### config.mk
export PLATFORM = sky130hd
export DESIGN_NAME = keypad_io_b3
export DESIGN_NICKNAME = d
export VERILOG_FILES = /design/src/rtl/keypad_io_b3.sv
export SDC_FILE = /design/constraint.sdc
export NUM_CORES = 1
export LEC_CHECK = 0
export CAP_MARGIN = 20
export CORE_ASPECT_RATIO = 1.75
export CORE_UTILIZATION = 30
export CTS_CLUSTER_DIAMETER = 100
export DETAILED_ROUTE_END_ITERATION = 10
export DONT_BUFFER_PORTS = 1
export PLACE_DENSITY = 0.44
export SLEW_MARGIN = 20
export SYNTH_ARGS = -nofsm -noshare
export SYNTH_HDL_FRONTEND = slang
export SYNTH_SLANG_ARGS = --single-unit
### constraint.sdc
create_clock -name clk -period 9.4 [get_ports clk]
set_clock_uncertainty 0.1 [all_clocks]
set_input_delay 0 -clock clk [delete_from_list [all_inputs] [get_ports clk]]
set_output_delay 0 -clock clk [all_outputs]
set_load 0.02 [all_outputs]
### src/rtl/keypad_io_b3.sv
// Scanned 4x4 keypad reader: walks one low column at a time, snapshots the rows,
// debounces whole scans and latches a key code with valid/overrun flags for the CPU.
module keypad_io_b3 #(
    parameter int SCAN_DIV       = 16,
    parameter int DEBOUNCE_SCANS = 4
) (
    input  logic       clk,
    input  logic       reset,
    output logic [3:0] col,
    input  logic [3:0] row,
    input  logic       key_rd,
    output logic [7:0] key_code,
    output logic       key_valid,
    output logic       key_overrun,
    output logic       key_pressed
);

    typedef enum logic [1:0] {IDLE, PRESS_DB, HELD, REL_DB} state_t;

    localparam logic [3:0] DB_N = 4'(DEBOUNCE_SCANS);

    logic [3:0]          row_meta_q, row_sync_q;
    logic [SCAN_DIV-1:0] presc_q;
    logic [1:0]          col_idx_q, col_idx_d;
    logic [3:0]          col_q;
    logic [11:0]         snap_q;
    logic                tick, scan_done;
    logic [15:0]         snap_full;
    logic [4:0]          hits;
    logic [3:0]          hit_idx;
    logic                res_key;
    logic [3:0]          res_code;
    logic                accept;

    state_t              state_q;
    logic [3:0]          cand_q, cnt_q;
    logic [7:0]          key_code_q;
    logic                key_valid_q, key_overrun_q, key_pressed_q;

    assign tick      = &presc_q;
    assign scan_done = tick && (col_idx_q == 2'd3);
    assign col_idx_d = col_idx_q + 2'd1;

    always_ff @(posedge clk or posedge reset) begin
        if (reset) begin
            row_meta_q <= 4'hF;
            row_sync_q <= 4'hF;
        end else begin
            row_meta_q <= row;
            row_sync_q <= row_meta_q;
        end
    end

    // Column 3 is never stored: it is merged combinationally on the scan-done tick.
    always_ff @(posedge clk or posedge reset) begin
        if (reset) begin
            presc_q   <= '0;
            col_idx_q <= 2'd0;
            col_q     <= 4'b1110;
            snap_q    <= '0;
        end else begin
            presc_q <= presc_q + 1'b1;
            if (tick) begin
                col_idx_q <= col_idx_d;
                col_q     <= ~(4'b0001 << col_idx_d);
                case (col_idx_q)
                    2'd0:    snap_q[3:0]  <= ~row_sync_q;
                    2'd1:    snap_q[7:4]  <= ~row_sync_q;
                    2'd2:    snap_q[11:8] <= ~row_sync_q;
                    default: ;
                endcase
            end
        end
    end

    assign snap_full = {~row_sync_q, snap_q};

    always_comb begin
        hits    = 5'd0;
        hit_idx = 4'd0;
        for (int i = 0; i < 16; i++) begin
            if (snap_full[i]) begin
                hits    = hits + 5'd1;
                hit_idx = 4'(i);
            end
        end
    end

    // Snapshot index is col*4+row; zero or multiple hits (ghosting) mean no key.
    assign res_key = (hits == 5'd1);

    always_comb begin
        case (hit_idx)
            4'd0:  res_code = 4'h1;
            4'd1:  res_code = 4'h4;
            4'd2:  res_code = 4'h7;
            4'd3:  res_code = 4'h0;
            4'd4:  res_code = 4'h2;
            4'd5:  res_code = 4'h5;
            4'd6:  res_code = 4'h8;
            4'd7:  res_code = 4'hF;
            4'd8:  res_code = 4'h3;
            4'd9:  res_code = 4'h6;
            4'd10: res_code = 4'h9;
            4'd11: res_code = 4'hE;
            4'd12: res_code = 4'hA;
            4'd13: res_code = 4'hB;
            4'd14: res_code = 4'hC;
            default: res_code = 4'hD;
        endcase
    end

    always_comb begin
        accept = 1'b0;
        if (scan_done && res_key) begin
            if (state_q == IDLE && DB_N == 4'd1)
                accept = 1'b1;
            else if (state_q == PRESS_DB && res_code == cand_q && cnt_q + 4'd1 == DB_N)
                accept = 1'b1;
        end
    end

    always_ff @(posedge clk or posedge reset) begin
        if (reset) begin
            state_q       <= IDLE;
            cand_q        <= 4'd0;
            cnt_q         <= 4'd0;
            key_code_q    <= 8'h00;
            key_valid_q   <= 1'b0;
            key_overrun_q <= 1'b0;
            key_pressed_q <= 1'b0;
        end else begin
            if (scan_done) begin
                case (state_q)
                    IDLE: if (res_key) begin
                        cand_q <= res_code;
                        cnt_q  <= 4'd1;
                        if (DB_N == 4'd1) begin
                            state_q       <= HELD;
                            key_pressed_q <= 1'b1;
                        end else begin
                            state_q <= PRESS_DB;
                        end
                    end
                    PRESS_DB: if (res_key && res_code == cand_q) begin
                        cnt_q <= cnt_q + 4'd1;
                        if (cnt_q + 4'd1 == DB_N) begin
                            state_q       <= HELD;
                            key_pressed_q <= 1'b1;
                        end
                    end else begin
                        state_q <= IDLE;
                    end
                    HELD: if (!res_key) begin
                        cnt_q <= 4'd1;
                        if (DB_N == 4'd1) begin
                            state_q       <= IDLE;
                            key_pressed_q <= 1'b0;
                        end else begin
                            state_q <= REL_DB;
                        end
                    end
                    default: if (!res_key) begin
                        cnt_q <= cnt_q + 4'd1;
                        if (cnt_q + 4'd1 == DB_N) begin
                            state_q       <= IDLE;
                            key_pressed_q <= 1'b0;
                        end
                    end else begin
                        state_q <= HELD;
                    end
                endcase
            end
            // A read coinciding with an accept consumes the stale key, not the new one.
            if (accept) begin
                key_code_q    <= {4'h0, res_code};
                key_valid_q   <= 1'b1;
                key_overrun_q <= key_rd ? 1'b0 : (key_overrun_q | key_valid_q);
            end else if (key_rd) begin
                key_valid_q   <= 1'b0;
                key_overrun_q <= 1'b0;
            end
        end
    end

    assign col         = col_q;
    assign key_code    = key_code_q;
    assign key_valid   = key_valid_q;
    assign key_overrun = key_overrun_q;
    assign key_pressed = key_pressed_q;

endmodule
# Yosys cells after proc, flatten, opt, wreduce, memory -nomap -nowiden
# Memories as Yosys holds them, arrays and structs flattened.
# Index checks and enable logic that the tools add are counted.
[word_totals]
wordCells = 125
regBits = 59
n_memories = 1
mem_bits_ro = 64
[classes]
shifts = 1
add_sub_neg = 18
n_mux = 54
reduce_logical = 18
bitwise = 4
eq_ne = 14
[memory_table]
columns = ["name", "depth", "word_bits", "rd", "rd_ports_with_merged_regs", "wr", "line", "text"]
rows = [
  ["(no name shown)", 16, 4, 1, 0, 0, "93", "case (hit_idx)"],
]
[op_table]
columns = ["operator", "count"]
rows = [
  ["5-bit by 1-bit adder with 5-bit output, second input constant", 15],
  ["5-bit 2-to-1 mux", 15],
  ["4-bit 2-to-1 mux", 18],
  ["17-bit AND reduction", 3],
  ["16-bit by 1-bit adder with 16-bit output, second input constant", 1],
  ["16-bit AND reduction", 1],
  ["5-bit AND reduction", 3],
  ["1-bit 2-to-1 mux", 12],
  ["2-bit 2-to-1 mux", 6],
  ["4-bit one-hot mux with 3 select lines", 1],
  ["4-bit inverter", 2],
  ["2-bit == test, second input constant", 3],
  ["2-bit one-hot mux with 3 select lines", 1],
  ["5-bit by 1-bit == test with 1-bit output, second input constant", 1],
  ["1-bit logical AND", 5],
  ["4-bit by 1-bit adder with 4-bit output, second input constant", 1],
  ["2-bit by 1-bit == test with 1-bit output, second input constant", 2],
  ["4-bit by 3-bit == test with 1-bit output, second input constant", 1],
  ["4-bit == test", 1],
  ["2-bit zero test", 2],
  ["2-bit by 1-bit inequality test with 1-bit output, second input constant", 2],
  ["2-bit inequality test, second input constant", 2],
  ["4-bit nonzero test", 1],
  ["1-bit by 2-bit left shift with 4-bit output, first input constant", 1],
  ["other kinds (9)", 9],
]

# Longest topological paths before layout
# Gate-level depths: netlist of the first run.
[logic_depth]
word_depth = 35
ltp_mapped = 51
ltp_nobuf = 51

# Worst setup path before layout of the first run
# No wires, ideal clock.
[synth_path]
kind = "flip-flop to flip-flop"
from = "register snap_q[0]"
to = "register cand_q[2]"
t_required_ns = 9.175
arrival_ns = 9.811
slack_ns = -0.636
stages_incl_launch_ff = 50
setup_ns = 0.125
cell_sequence = "dfrtp_1 inv_1 ha_1 clkbuf_1 xor2_1 ha_1 nor2b_1 a31oi_1 ha_1 nand2_1 nand2_1 ha_1 nand2_1 o21ai_0 or2_2 ha_1 nand2b_1 o21a_1 [14 not listed] a21oi_1 ha_1 o22ai_1 a31oi_1 ha_1 nor2b_1 a21oi_1 inv_1 ha_1 nor2_1 a21oi_1 ha_1 a2111oi_4 nor2_1 and3b_1 mux2_4 or4b_4 mux2_4"
[synth_via]
elab_chain_cells = 33
[synth_rtl]
columns = ["element", "line", "text"]
rows = [
  ["from (decl)", "26", "logic [11:0] snap_q;"],
  ["from (signal assigned)", "67", "2'd0: snap_q[3:0] <= ~row_sync_q;"],
  ["1-bit 2-to-1 mux (*)", "82", "if (snap_full[i]) begin"],
  ["5-bit by 1-bit adder with 5-bit output", "83", "hits = hits + 5'd1;"],
  ["5-bit 2-to-1 mux (*)", "82", ""],
  ["5-bit by 1-bit adder with 5-bit output", "83", ""],
  ["5-bit 2-to-1 mux (*)", "82", ""],
  ["5-bit by 1-bit adder with 5-bit output", "83", ""],
  ["5-bit 2-to-1 mux (*)", "82", ""],
  ["5-bit by 1-bit adder with 5-bit output", "83", ""],
  ["[17 not listed]", "n/a", ""],
  ["5-bit by 1-bit adder with 5-bit output", "83", ""],
  ["5-bit 2-to-1 mux (*)", "82", ""],
  ["5-bit by 1-bit adder with 5-bit output", "83", ""],
  ["5-bit 2-to-1 mux (*)", "82", ""],
  ["5-bit by 1-bit adder with 5-bit output", "83", ""],
  ["5-bit 2-to-1 mux (*)", "82", ""],
  ["5-bit by 1-bit == test with 1-bit output (*)", "90", "assign res_key = (hits == 5'd1);"],
  ["3-bit AND reduction (no source line) (*)", "n/a", ""],
  ["to (signal assigned)", "136", "cand_q <= res_code;"],
  ["to (decl)", "36", "logic [3:0] cand_q, cnt_q;"],
]
# Every way passes the cells marked *; elsewhere a longest branch is shown, timed or not.
# A chain may end at the register's enable or synchronous reset.

# Final worst setup path of the first run
[layout_path]
from = "register snap_q[0]"
to = "register cand_q[3]"
# The elaborated chain is that of the path after synthesis.

==> impl_metrics.prom, run 1 <==
# TYPE chip_impl_metric gauge
chip_impl_metric{name="design.portCount",unit=""} 22
chip_impl_metric{name="layout_utilization",unit="%"} 38.23
chip_impl_info{name="tritoncts",value="yes"} 1
chip_impl_metric{name="worst_slack_placed",unit="ps"} -150.8
chip_impl_metric{name="synthesized_netlist_cell_count",unit=""} 475
chip_impl_metric{name="clkTransAtPathRegs",unit="ps"} 60
chip_impl_info{name="combinational_family_with_the_most_area_after_synthesis",value="simple AND/OR/NAND/NOR gates"} 1
chip_impl_metric{name="tightestPinTransition",unit="ps"} 742.3
chip_impl_info{name="worstSetupPathType",value="flip-flop to flip-flop"} 1
chip_impl_metric{name="finalHoldViolCount",unit=""} 0
chip_impl_metric{name="syn-cell-area",unit="µm²"} 4436
chip_impl_metric{name="ant_nets",unit=""} 0
chip_impl_metric{name="drive_above_1_share",unit="%"} 26.41
chip_impl_metric{name="synth_enable_flop_cells",unit=""} 0
chip_impl_metric{name="holdWs",unit="ps"} 111.1
chip_impl_metric{name="via_count_of_the_first_global_routing_pass",unit=""} 3508
chip_impl_metric{name="cts.htree.levels",unit=""} 3
chip_impl_metric{name="pwr_density_cell",unit="nW/µm²"} 113.3
chip_impl_metric{name="grt_start_max_net_pins",unit=""} 60
chip_impl_metric{name="yosysSeqAreaShare",unit="%"} 33.60
chip_impl_metric{name="globalRouteOverflowTotal",unit=""} 0
chip_impl_metric{name="final_period_minus_worst_setup_slack",unit="ps"} 9281
chip_impl_metric{name="antenna-diode-count",unit=""} 0
chip_impl_metric{name="holdPathStages",unit=""} 1
chip_impl_metric{name="synth_simple_gate_area_share",unit="%"} 17.63
chip_impl_metric{name="synth_fa_ha_area_share",unit="%"} 7.616
chip_impl_metric{name="grt_util_all_layers",unit="%"} 14.69
chip_impl_info{name="critPathMostFrequentCell",value="ha_4"} 1
chip_impl_info{name="critical-path-slowest-cell",value="or4b_4"} 1
chip_impl_metric{name="setup-tns-final",unit="ps"} 0
chip_impl_metric{name="worst-endpoint-arrival",unit="ps"} 9390
chip_impl_metric{name="cts_inserted_buffers",unit=""} 9
chip_impl_metric{name="postLayoutSetupSlackWorst",unit="ps"} 119.4
chip_impl_metric{name="post-route-drc-count",unit=""} 0
chip_impl_metric{name="finalWeightedCongestion",unit=""} 0.7501
chip_impl_metric{name="io_buffers",unit=""} 0
chip_impl_metric{name="first_iter_violations",unit=""} 91
chip_impl_metric{name="slew-limit-headroom",unit="%"} 50.51
chip_impl_metric{name="setup_viol",unit=""} 0
chip_impl_metric{name="synth-compound-area-share",unit="%"} 15.26
chip_impl_metric{name="start_util",unit="%"} 30.87
chip_impl_metric{name="peak_per_stage_delay_on_the_critical_path",unit="ps"} 510
chip_impl_metric{name="vdd_drop_max",unit="µV"} 150.5
chip_impl_metric{name="post-synth-top-area-fraction",unit="%"} 27.08
chip_impl_metric{name="synthArstFlopShare",unit="%"} 100.0
chip_impl_info{name="synth_area_leader_cell",value="dfrtp_1"} 1
chip_impl_metric{name="dr_total_vias",unit=""} 3424
chip_impl_metric{name="die_extent_in_y",unit="µm"} 162.9
chip_impl_info{name="cp-end-kind",value="flip-flop"} 1
chip_impl_metric{name="std_cell_rows",unit=""} 58
chip_impl_metric{name="die-area",unit="µm²"} 15290
chip_impl_metric{name="drt_first_pass_iters",unit=""} 4
chip_impl_metric{name="critPathMaxFanout",unit=""} 4
chip_impl_metric{name="mean_area_per_synthesized_cell",unit="µm²"} 9.338
chip_impl_metric{name="total_power",unit="µW"} 622.1
chip_impl_metric{name="wl_per_cell",unit="µm"} 15.10
chip_impl_info{name="synth-main-ff-cell",value="dfrtp_1"} 1
chip_impl_info{name="reg2reg_to",value="cand_q[3]"} 1
chip_impl_info{name="run_status",value="finished, final reports clean"} 1
chip_impl_metric{name="worst_r2r_path_depth",unit=""} 49
chip_impl_metric{name="core",unit="µm²"} 14370
chip_impl_metric{name="fmax",unit="MHz"} 107.8
chip_impl_metric{name="grt_pass1_wl",unit="mm"} 17.35
chip_impl_metric{name="routed_wirelength",unit="mm"} 10.50
chip_impl_metric{name="count_of_state_elements_after_synthesis",unit=""} 59
chip_impl_metric{name="final_period_util",unit="%"} 98.73
chip_impl_info{name="worstReg2RegStart",value="snap_q[0]"} 1
chip_impl_metric{name="nets",unit=""} 544
chip_impl_info{name="cts_root_buffer",value="clkbuf_16"} 1
chip_impl_metric{name="clock_path_buffers",unit=""} 2
chip_impl_metric{name="static-leakage-power",unit="nW"} 2.441
chip_impl_metric{name="report.final.slew_viol_count",unit=""} 0
chip_impl_metric{name="yosys.area_share.xor_xnor",unit="%"} 15.99
chip_impl_metric{name="ff2ff_setup_slack",unit="ps"} 120
chip_impl_info{name="grt_setup_unrepaired",value="true"} 1
chip_impl_metric{name="routed_via_density",unit=""} 4.927
chip_impl_metric{name="critPathRequiredTime",unit="ps"} 9510
chip_impl_info{name="hold_start",value="row[0]"} 1
chip_impl_metric{name="max_capacitance_violation_count",unit=""} 0
chip_impl_metric{name="synth_to_layout_area_growth",unit="%"} 23.84
chip_impl_metric{name="synth_warnings",unit=""} 0
chip_impl_info{name="worstSetupStartpointType",value="flip-flop"} 1
chip_impl_metric{name="detailed_place_hpwl",unit="mm"} 7.871
chip_impl_metric{name="cts_sinks",unit=""} 59
chip_impl_info{name="yosys-top-cells-area",value="dfrtp_1 27%, ha_1 7.6%, xnor2_1 6.7%"} 1
chip_impl_info{name="min_to",value="row_meta_q[0]"} 1
chip_impl_metric{name="synth.mux.area_fraction",unit="%"} 5.134
chip_impl_metric{name="antenna_found_initial",unit=""} 0
chip_impl_info{name="min-delay-path-class",value="input pin to flip-flop"} 1
chip_impl_metric{name="die_span_in_x",unit="µm"} 93.92
chip_impl_metric{name="yosys.cell_types.count",unit=""} 68
chip_impl_metric{name="clk_latency",unit="ps"} 330
-- worst max path at each step --
| stage | start | to | slack (ps) | cells past startpoint |
|---|---|---|---|---|
| 5_1_grt | snap_q[1] | cand_q[3] | -400 | 49 |
| 4_1_cts | snap_q[1] | cand_q[3] | 10 | 48 |
| 3_5_place_dp | snap_q[0] | cand_q[2] | -150 | 48 |
| 3_3_place_gp | snap_q[1] | cand_q[2] | -5 | 48 |
| 2_1_floorplan | snap_q[0] | cand_q[2] | -90 | 49 |
| 6_report | snap_q[0] | cand_q[3] | 120 | 49 |
-- cells by family (layout without fill, tap and decap cells) --
| logic type | count (synthesis) | in the layout |
|---|---|---|
| and+or+nand+nor | 157 | 157 |
| AOI/OAI and AO/OA | 103 | 103 |
| xor gates and xnor gates | 60 | 60 |
| DFF | 59 | 59 |
| buffers and inverters | 49 | 86 |
| adders and majority gates | 27 | 27 |
| muxes | 19 | 19 |
| other | 1 | 4 |
-- what timing repair did --
item,CTS,global route
hold buffers,6,0
hold endpoints to repair,54,0
pin swaps,12,19
setup buffers,9,9
resized for setup,7,34
endpoints found under the setup margin,15,17
-- state kept, by name, summed over array words and instances, names as in the netlist --
register / count
key_overrun: 1
row_meta_q: 4
col_idx_q: 2
key_valid: 1
cnt_q: 4
state_q: 2
key_pressed: 1
key_code: 4
col: 4
cand_q: 4
snap_q: 12
presc_q: 16
row_sync_q: 4
-- cell type report --
class	instances	area, µm²
Fill cell	1467	8876
Multi-Input combinational cell	370	3009
Sequential cell	59	1490
Timing Repair Buffer	46	391.6
Clock buffer	9	225.2
Tap cell	180	225.2
Inverter	24	92.59
Clock inverter	7	58.81
-- layer usage --
metal / part of all wire, % / track usage (%) / vias to the layer above
li1: - / - / 1722
met1: 38 / 14.75 / 1657
met2: 58 / 29.50 / 30
met3: 1.8 / 2.101 / 15
met4: 2.0 / 5.175 / 0
met5: 0 / 0 / -
-- report_power, final --
group          total (mW)  switching, mW  internal (mW)  leakage [nW]
registers           0.262        0.00433          0.257         0.772
logic              0.0498         0.0246         0.0251          1.54
clock network       0.311          0.128          0.182         0.133
-- worst max-delay path: cells and delay by family, from the launching register on --
kind            cells  cell delay [ps]
fa+ha+maj          14             3500
simple gates       15             2250
compound gates     12             1420
mux                 4             1020
flops               1              400
xor+xnor            2              300
buf+inv             2              140
-- cells in the final DEF (no fill, tap or decap), types with 7 or more instances in the layout --
cell type   n
xnor2_1    33
dfrtp_1    48
inv_1      19
mux2_4     11
dfstp_2    11
clkbuf_16   9
a21oi_1    18
nand3_1    22
o21ai_0    31
nor2_1     21
nand2_1    55
xor2_1     12
ha_4        8
nor3_1      7
buf_4      34
ha_1       18
-- synthesized netlist by cell type (4+ instances only) --
master and number:
a31oi_1 5, xor2_1 13, buf_4 5, ha_1 27, mux2_4 5, dfstp_2 11
dfrtp_1 48, xnor3_1 5, nor2b_1 9, mux2i_1 6, and3_1 5, a211oi_1 4
o21ai_0 35, clkbuf_1 17, nand2b_1 6, inv_1 23, mux2_2 7, a21oi_1 23
nand3_1 24, xnor2_1 34, nand2_1 60, nor2_1 22, nor3_1 7, or2_2 4
-- stage by stage --
step                      area, µm²  instances
after global placement         4865        659
after floorplan                4557        478
after detailed placement       4865        659
after global routing           5493        695
final                          5493        695
after CTS                      5309        690
Note: power is estimated with default switching activity, not from simulation.
==> run 2: changes to the inputs <==
- PLACE_DENSITY: 0.44 -> not set
==> impl_metrics.prom, run 2 (synthesis results as in run 1) <==
# TYPE chip_impl_metric gauge
chip_impl_metric{name="core",unit="µm²"} 14370
chip_impl_metric{name="die-area",unit="µm²"} 15290
chip_impl_info{name="min-delay-path-class",value="input pin to flip-flop"} 1
chip_impl_metric{name="final_period_minus_worst_setup_slack",unit="ps"} 9321
chip_impl_info{name="min_to",value="row_meta_q[0]"} 1
chip_impl_metric{name="grt_start_max_net_pins",unit=""} 60
chip_impl_metric{name="synth_to_layout_area_growth",unit="%"} 25.22
chip_impl_metric{name="vdd_drop_max",unit="µV"} 183.2
chip_impl_metric{name="pwr_density_cell",unit="nW/µm²"} 115.9
chip_impl_metric{name="clkTransAtPathRegs",unit="ps"} 60
chip_impl_metric{name="cts_inserted_buffers",unit=""} 9
chip_impl_metric{name="grt_pass1_wl",unit="mm"} 16.30
chip_impl_metric{name="slew-limit-headroom",unit="%"} 51.89
chip_impl_info{name="critical-path-slowest-cell",value="or4b_4"} 1
chip_impl_metric{name="finalWeightedCongestion",unit=""} 0.8479
chip_impl_metric{name="first_iter_violations",unit=""} 107
chip_impl_info{name="registers.top_by_ff_count",value="presc_q"} 1
chip_impl_metric{name="drt_first_pass_iters",unit=""} 4
chip_impl_info{name="cts_root_buffer",value="clkbuf_16"} 1
chip_impl_info{name="worstReg2RegStart",value="snap_q[1]"} 1
chip_impl_metric{name="setup_viol",unit=""} 0
chip_impl_metric{name="grt_util_all_layers",unit="%"} 13.33
chip_impl_metric{name="worst-endpoint-arrival",unit="ps"} 9430
chip_impl_metric{name="layoutNonFillerInstCount",unit=""} 689
chip_impl_metric{name="die_span_in_x",unit="µm"} 93.92
chip_impl_metric{name="final_area",unit="µm²"} 5554
chip_impl_info{name="grt_setup_unrepaired",value="true"} 1
chip_impl_metric{name="globalRouteOverflowTotal",unit=""} 0
chip_impl_metric{name="fmax",unit="MHz"} 107.3
chip_impl_info{name="layout_commonest_cell",value="nand2_1"} 1
chip_impl_metric{name="die_extent_in_y",unit="µm"} 162.9
chip_impl_info{name="cp-end-kind",value="flip-flop"} 1
chip_impl_info{name="hold_start",value="row[0]"} 1
chip_impl_metric{name="ant_nets",unit=""} 0
chip_impl_metric{name="total_power",unit="µW"} 643.7
chip_impl_metric{name="routed_via_density",unit=""} 5.016
chip_impl_metric{name="cts_sinks",unit=""} 59
chip_impl_metric{name="routed_wirelength",unit="mm"} 9.859
chip_impl_metric{name="io_buffers",unit=""} 0
chip_impl_metric{name="peak_per_stage_delay_on_the_critical_path",unit="ps"} 510
chip_impl_info{name="reg2reg_to",value="cand_q[3]"} 1
chip_impl_metric{name="largest_reg_flops",unit=""} 16
chip_impl_info{name="critPathMostFrequentCell",value="ha_4"} 1
chip_impl_metric{name="ff2ff_setup_slack",unit="ps"} 80
chip_impl_metric{name="worst_r2r_path_depth",unit=""} 49
chip_impl_metric{name="static-leakage-power",unit="nW"} 2.433
chip_impl_info{name="worstSetupStartpointType",value="flip-flop"} 1
chip_impl_metric{name="report.final.slew_viol_count",unit=""} 0
chip_impl_metric{name="final_period_util",unit="%"} 99.16
chip_impl_metric{name="drive_above_1_share",unit="%"} 26.92
chip_impl_metric{name="tightestPinTransition",unit="ps"} 721.7
chip_impl_metric{name="clk_latency",unit="ps"} 330
chip_impl_info{name="worstSetupPathType",value="flip-flop to flip-flop"} 1
chip_impl_info{name="tritoncts",value="yes"} 1
chip_impl_metric{name="finalHoldViolCount",unit=""} 0
chip_impl_metric{name="detailed_place.area",unit="µm²"} 4822
chip_impl_metric{name="detailed_place_hpwl",unit="mm"} 7.208
chip_impl_metric{name="std_cell_rows",unit=""} 58
chip_impl_metric{name="cts.htree.levels",unit=""} 3
chip_impl_metric{name="post-route-drc-count",unit=""} 0
chip_impl_metric{name="via_count_of_the_first_global_routing_pass",unit=""} 3589
chip_impl_metric{name="start_util",unit="%"} 30.87
chip_impl_metric{name="critPathMaxFanout",unit=""} 4
chip_impl_metric{name="filler_cell_count",unit=""} 1422
chip_impl_metric{name="holdPathStages",unit=""} 1
chip_impl_metric{name="dp.cells",unit=""} 655
chip_impl_metric{name="clock_path_buffers",unit=""} 2
chip_impl_metric{name="critPathRequiredTime",unit="ps"} 9500
chip_impl_metric{name="max_capacitance_violation_count",unit=""} 0
chip_impl_info{name="largest_registers",value="presc_q: 16 flops, snap_q: 12 flops"} 1
chip_impl_metric{name="design.portCount",unit=""} 22
chip_impl_info{name="run_status",value="finished, final reports clean"} 1
chip_impl_metric{name="antenna-diode-count",unit=""} 0
chip_impl_metric{name="wl_per_cell",unit="µm"} 14.31
chip_impl_metric{name="nets",unit=""} 538
chip_impl_info{name="most-common-layout-cells",value="54 x nand2_1, 47 x dfrtp_1, 33 x xnor2_1, 31 x o21ai_0, 31 x buf_4"} 1
chip_impl_metric{name="dr_total_vias",unit=""} 3456
chip_impl_metric{name="antenna_found_initial",unit=""} 0
-- run 2: cell count changes in the layout (fill, tap and decap cells not counted), moves of 2 or more --
cell | previous run | this run
a21oi_2 | 5 | 3
inv_6 | 4 | 2
buf_4 | 34 | 31
ha_4 | 8 | 11
nand2b_1 | 5 | 3
buf_6 | 5 | 3
ha_1 | 18 | 16
nand2b_4 | 2 | 4
-- run 2: stage by stage --
stage / hold WS, ps / setup WS (ps) / utilization, % / setup TNS, ps
global placement: -95.47 / 44.72 / 33.56 / 0
floorplan: -95.52 / -91.29 / - / -365.1
detailed placement: -95.44 / -207.4 / 33.56 / -2243
global route: 120.6 / -322.7 / 38.65 / -2968
CTS: 116.4 / 56.27 / 37.09 / 0
finish: 116.3 / 78.86 / 38.65 / 0
-- run 2: worst max-delay path by stage --
| stage | start | endpoint | slack (ps) | cells after the start |
|---|---|---|---|---|
| floorplan | snap_q[0] | cand_q[2] | -90 | 49 |
| global placement | snap_q[1] | cnt_q[0] | 40 | 52 |
| detailed placement | snap_q[0] | cnt_q[0] | -210 | 52 |
| CTS | snap_q[1] | cnt_q[0] | 60 | 52 |
| global route | snap_q[1] | cand_q[3] | -320 | 48 |
| finish | snap_q[1] | cand_q[3] | 80 | 49 |
-- run 2: final cells by class --
class	count	area, µm²	area share [%]
multi-input cells	370	3109	55.98
flip-flops and latches	59	1491	26.85
repair buffers	40	326.6	5.880
clock buffers	9	225.2	4.055
well taps	180	225.2	4.055
inverters	24	92.59	1.667
clock inverters	7	83.83	1.509
-- run 2: metal layers --
metal / part of all wire, % / vias up / global-route usage [%]
li1: - / 1715 / -
met1: 39 / 1665 / 13.41
met2: 57 / 55 / 26.58
met3: 2.1 / 21 / 1.681
met4: 2.4 / 0 / 5.385
met5: 0 / - / 0
-- run 2: repair_timing --
item / 4_1_cts / 5_1_grt
pin swaps: 12 / 15
hold buffers: 6 / 0
setup buffers: 11 / 2
hold endpoints to repair: 54 / 0
resized for setup: 10 / 41
gates cloned: 0 / 0
setup endpoints to repair: 16 / 17
-- run 2: power by group --
group | switching [mW] | total [mW] | internal (mW) | leakage (nW)
combinational | 0.0254 | 0.0493 | 0.0239 | 1.52
clock | 0.123 | 0.332 | 0.209 | 0.149
sequential | 0.00455 | 0.262 | 0.257 | 0.770
total | 0.153 | 0.644 | 0.491 | 2.43
-- run 2: worst max-delay path: cells and delay by family, from the launching register on --
kind	cells	cell delay (ps)
xor gates and xnor gates	2	310
adders and majority gates	14	3500
muxes	4	1030
AOI/OAI and AO/OA	12	1410
and+or+nand+nor	15	2300
DFF	1	390
buffers and inverters	2	120
==> run 3: changes to the inputs <==
- ABC_AREA: not set -> 1
==> impl_metrics.prom, run 3 <==
# TYPE chip_impl_metric gauge
chip_impl_info{name="run_status",value="finished, final reports clean"} 1
chip_impl_metric{name="dr_total_vias",unit=""} 3757
chip_impl_info{name="cp-end-kind",value="flip-flop"} 1
chip_impl_metric{name="grt_pass1_wl",unit="mm"} 15.76
chip_impl_metric{name="dp.cells",unit=""} 822
chip_impl_info{name="largest_registers",value="presc_q: 16 flops, snap_q: 12 flops"} 1
chip_impl_metric{name="finalHoldViolCount",unit=""} 0
chip_impl_metric{name="routed_wirelength",unit="mm"} 8.817
chip_impl_metric{name="detailed_place_hpwl",unit="mm"} 7.059
chip_impl_metric{name="worst_r2r_path_depth",unit=""} 57
chip_impl_metric{name="post-route-drc-count",unit=""} 0
chip_impl_metric{name="detailed_place.area",unit="µm²"} 4725
chip_impl_metric{name="cts_inserted_buffers",unit=""} 9
chip_impl_metric{name="cts.htree.levels",unit=""} 3
chip_impl_metric{name="max_capacitance_violation_count",unit=""} 0
chip_impl_metric{name="synth_to_layout_area_growth",unit="%"} 12.76
chip_impl_metric{name="synthesized_netlist_cell_count",unit=""} 640
chip_impl_info{name="min-delay-path-class",value="input pin to flip-flop"} 1
chip_impl_metric{name="synthArstFlopShare",unit="%"} 100.0
chip_impl_metric{name="drive_above_1_share",unit="%"} 15.89
chip_impl_metric{name="post-cts-setup-buffers",unit=""} 0
chip_impl_metric{name="antenna_found_initial",unit=""} 0
chip_impl_metric{name="via_count_of_the_first_global_routing_pass",unit=""} 3765
chip_impl_metric{name="antenna-diode-count",unit=""} 0
chip_impl_metric{name="final_period_minus_worst_setup_slack",unit="ps"} 8155
chip_impl_metric{name="tightestPinTransition",unit="ps"} 961.1
chip_impl_metric{name="grt_start_max_net_pins",unit=""} 60
chip_impl_info{name="yosys.cell_count.top_type",value="nand2_1"} 1
chip_impl_metric{name="die_span_in_x",unit="µm"} 94.69
chip_impl_metric{name="layout.area.seq",unit="µm²"} 1490
chip_impl_metric{name="die_extent_in_y",unit="µm"} 164.2
chip_impl_metric{name="globalRouteOverflowTotal",unit=""} 0
chip_impl_info{name="synth_common_cells",value="187 x nand2_1, 105 x inv_1, 52 x nand3_1"} 1
chip_impl_metric{name="start_util",unit="%"} 30.55
chip_impl_metric{name="critPathMaxFanout",unit=""} 7
chip_impl_metric{name="pwr_density_cell",unit="nW/µm²"} 121.2
chip_impl_metric{name="multi_input_comb_area",unit="µm²"} 2585
chip_impl_metric{name="count_of_state_elements_after_synthesis",unit=""} 59
chip_impl_metric{name="yosys.cell_types.count",unit=""} 38
chip_impl_metric{name="final_period_util",unit="%"} 86.75
chip_impl_info{name="critPathMostFrequentCell",value="nand2_1"} 1
chip_impl_metric{name="nets",unit=""} 690
chip_impl_metric{name="synth_enable_flop_cells",unit=""} 0
chip_impl_metric{name="core",unit="µm²"} 14760
chip_impl_metric{name="io_buffers",unit=""} 0
chip_impl_metric{name="ff2ff_setup_slack",unit="ps"} 1250
chip_impl_info{name="registers.top_by_ff_count",value="presc_q"} 1
chip_impl_metric{name="yosysSeqAreaShare",unit="%"} 33.04
chip_impl_metric{name="holdPathStages",unit=""} 1
chip_impl_metric{name="ant_nets",unit=""} 0
chip_impl_metric{name="holdBufCountCts",unit=""} 6
chip_impl_metric{name="layoutNonFillerInstCount",unit=""} 844
chip_impl_metric{name="peak_per_stage_delay_on_the_critical_path",unit="ps"} 370
chip_impl_info{name="cts_root_buffer",value="clkbuf_16"} 1
chip_impl_metric{name="first_iter_violations",unit=""} 101
chip_impl_metric{name="clkTransAtPathRegs",unit="ps"} 60
chip_impl_metric{name="ctsResizeCount",unit=""} 0
chip_impl_metric{name="report.final.slew_viol_count",unit=""} 0
chip_impl_metric{name="static-leakage-power",unit="nW"} 2.879
chip_impl_metric{name="cts_sinks",unit=""} 59
chip_impl_metric{name="largest_reg_flops",unit=""} 16
chip_impl_metric{name="worst-endpoint-arrival",unit="ps"} 8280
chip_impl_metric{name="mean_area_per_synthesized_cell",unit="µm²"} 7.048
chip_impl_metric{name="synth_warnings",unit=""} 0
chip_impl_metric{name="holdWs",unit="ps"} 113.7
chip_impl_metric{name="filler_cell_count",unit=""} 1582
chip_impl_metric{name="design.portCount",unit=""} 22
chip_impl_info{name="worstSetupStartpointType",value="flip-flop"} 1
chip_impl_metric{name="clk_latency",unit="ps"} 330
chip_impl_metric{name="die-area",unit="µm²"} 15550
chip_impl_info{name="synth_area_leader_cell",value="dfrtp_1"} 1
chip_impl_metric{name="fmax",unit="MHz"} 122.6
chip_impl_metric{name="drt_first_pass_iters",unit=""} 4
chip_impl_info{name="critical-path-slowest-cell",value="dfrtp_1"} 1
chip_impl_metric{name="setup-tns-final",unit="ps"} 0
chip_impl_metric{name="wl_per_cell",unit="µm"} 10.45
chip_impl_metric{name="syn-cell-area",unit="µm²"} 4511
chip_impl_metric{name="grt_util_all_layers",unit="%"} 12.78
chip_impl_metric{name="clock_path_buffers",unit=""} 2
chip_impl_info{name="yosys-top-cells-area",value="dfrtp_1 27%, nand2_1 16%, inv_1 8.7%"} 1
chip_impl_metric{name="routed_via_density",unit=""} 4.451
chip_impl_metric{name="post-synth-top-area-fraction",unit="%"} 26.63
chip_impl_info{name="tritoncts",value="yes"} 1
chip_impl_info{name="synth-main-ff-cell",value="dfrtp_1"} 1
chip_impl_metric{name="final_area",unit="µm²"} 5086
chip_impl_info{name="layout_commonest_cell",value="nand2_1"} 1
chip_impl_info{name="grt_setup_unrepaired",value="false"} 1
chip_impl_metric{name="critPathRequiredTime",unit="ps"} 9520
chip_impl_metric{name="slew-limit-headroom",unit="%"} 35.34
chip_impl_metric{name="setup_viol",unit=""} 0
chip_impl_metric{name="total_power",unit="µW"} 616.5
chip_impl_info{name="worstSetupPathType",value="flip-flop to flip-flop"} 1
chip_impl_metric{name="std_cell_rows",unit=""} 59
chip_impl_info{name="most-common-layout-cells",value="187 x nand2_1, 104 x inv_1, 52 x nand3_1, 48 x dfrtp_1, 41 x nand2_2"} 1
chip_impl_metric{name="finalWeightedCongestion",unit=""} 0.8293
chip_impl_metric{name="vdd_drop_max",unit="µV"} 133.2
==> run 3: final cells by class <==
type                    instances  share of cell area (%)
clock buffers                   9                   4.428
clock inverters                 7                   1.501
flip-flops and latches         59                   29.30
well taps                     183                   4.502
repair buffers                  7                   1.328
multi-input cells             469                   50.82
inverters                     110                   8.118
==> run 3: logic make-up (layout without fill, tap and decap cells) <==
kind of cell | after synthesis | count (layout) | share of synthesized area [%]
flops | 59 | 59 | 33.04
buf+inv | 115 | 133 | 9.903
xor+xnor | 22 | 22 | 4.272
fa+ha+maj | 27 | 27 | 7.490
compound gates | 55 | 55 | 7.074
other cells | 1 | 4 | 0.08314
simple gates | 361 | 361 | 38.14
==> run 3: critical path, delay by kind of cell, from the launching register on <==
family	cells	cell delay [ps]
compound gates	3	460
fa+ha+maj	14	3780
buf+inv	7	380
flops	1	370
simple gates	33	2980
==> run 3: power by group <==
group | total [mW] | leakage [nW] | internal [mW] | switching, mW
Clock | 0.326 | 0.142 | 0.206 | 0.120
Combinational | 0.0305 | 1.97 | 0.00983 | 0.0207
Sequential | 0.260 | 0.772 | 0.257 | 0.00236
==> run 3: through the flow <==
step | utilization (%) | worst slack (ps)
global placement | 32.00 | 1396
global route | 34.45 | 315.4
finish | 34.45 | 1245
detailed placement | 32.00 | 1222
floorplan | - | 1786
CTS | 34.45 | 1181
==> run 3: path summary, 6_finish.rpt <==
check                           endpoint          start
min in group asynchronous      cand_q[1]          reset
min reg2reg                row_sync_q[0]  row_meta_q[0]
max in group asynchronous    presc_q[13]          reset
max                          key_pressed      snap_q[0]
min                        row_meta_q[0]         row[0]
max reg2reg                  key_pressed      snap_q[0]
==> run 3: metal layers <==
| layer | GRT usage (%) | wire length, µm | vias to the layer above |
|---|---|---|---|
| met5 | 0 | 0 | - |
| met4 | 6.956 | 289 | 0 |
| met3 | 1.620 | 153 | 22 |
| met2 | 25.28 | 4906 | 35 |
| met1 | 12.21 | 3467 | 1669 |
| li1 | - | - | 2031 |
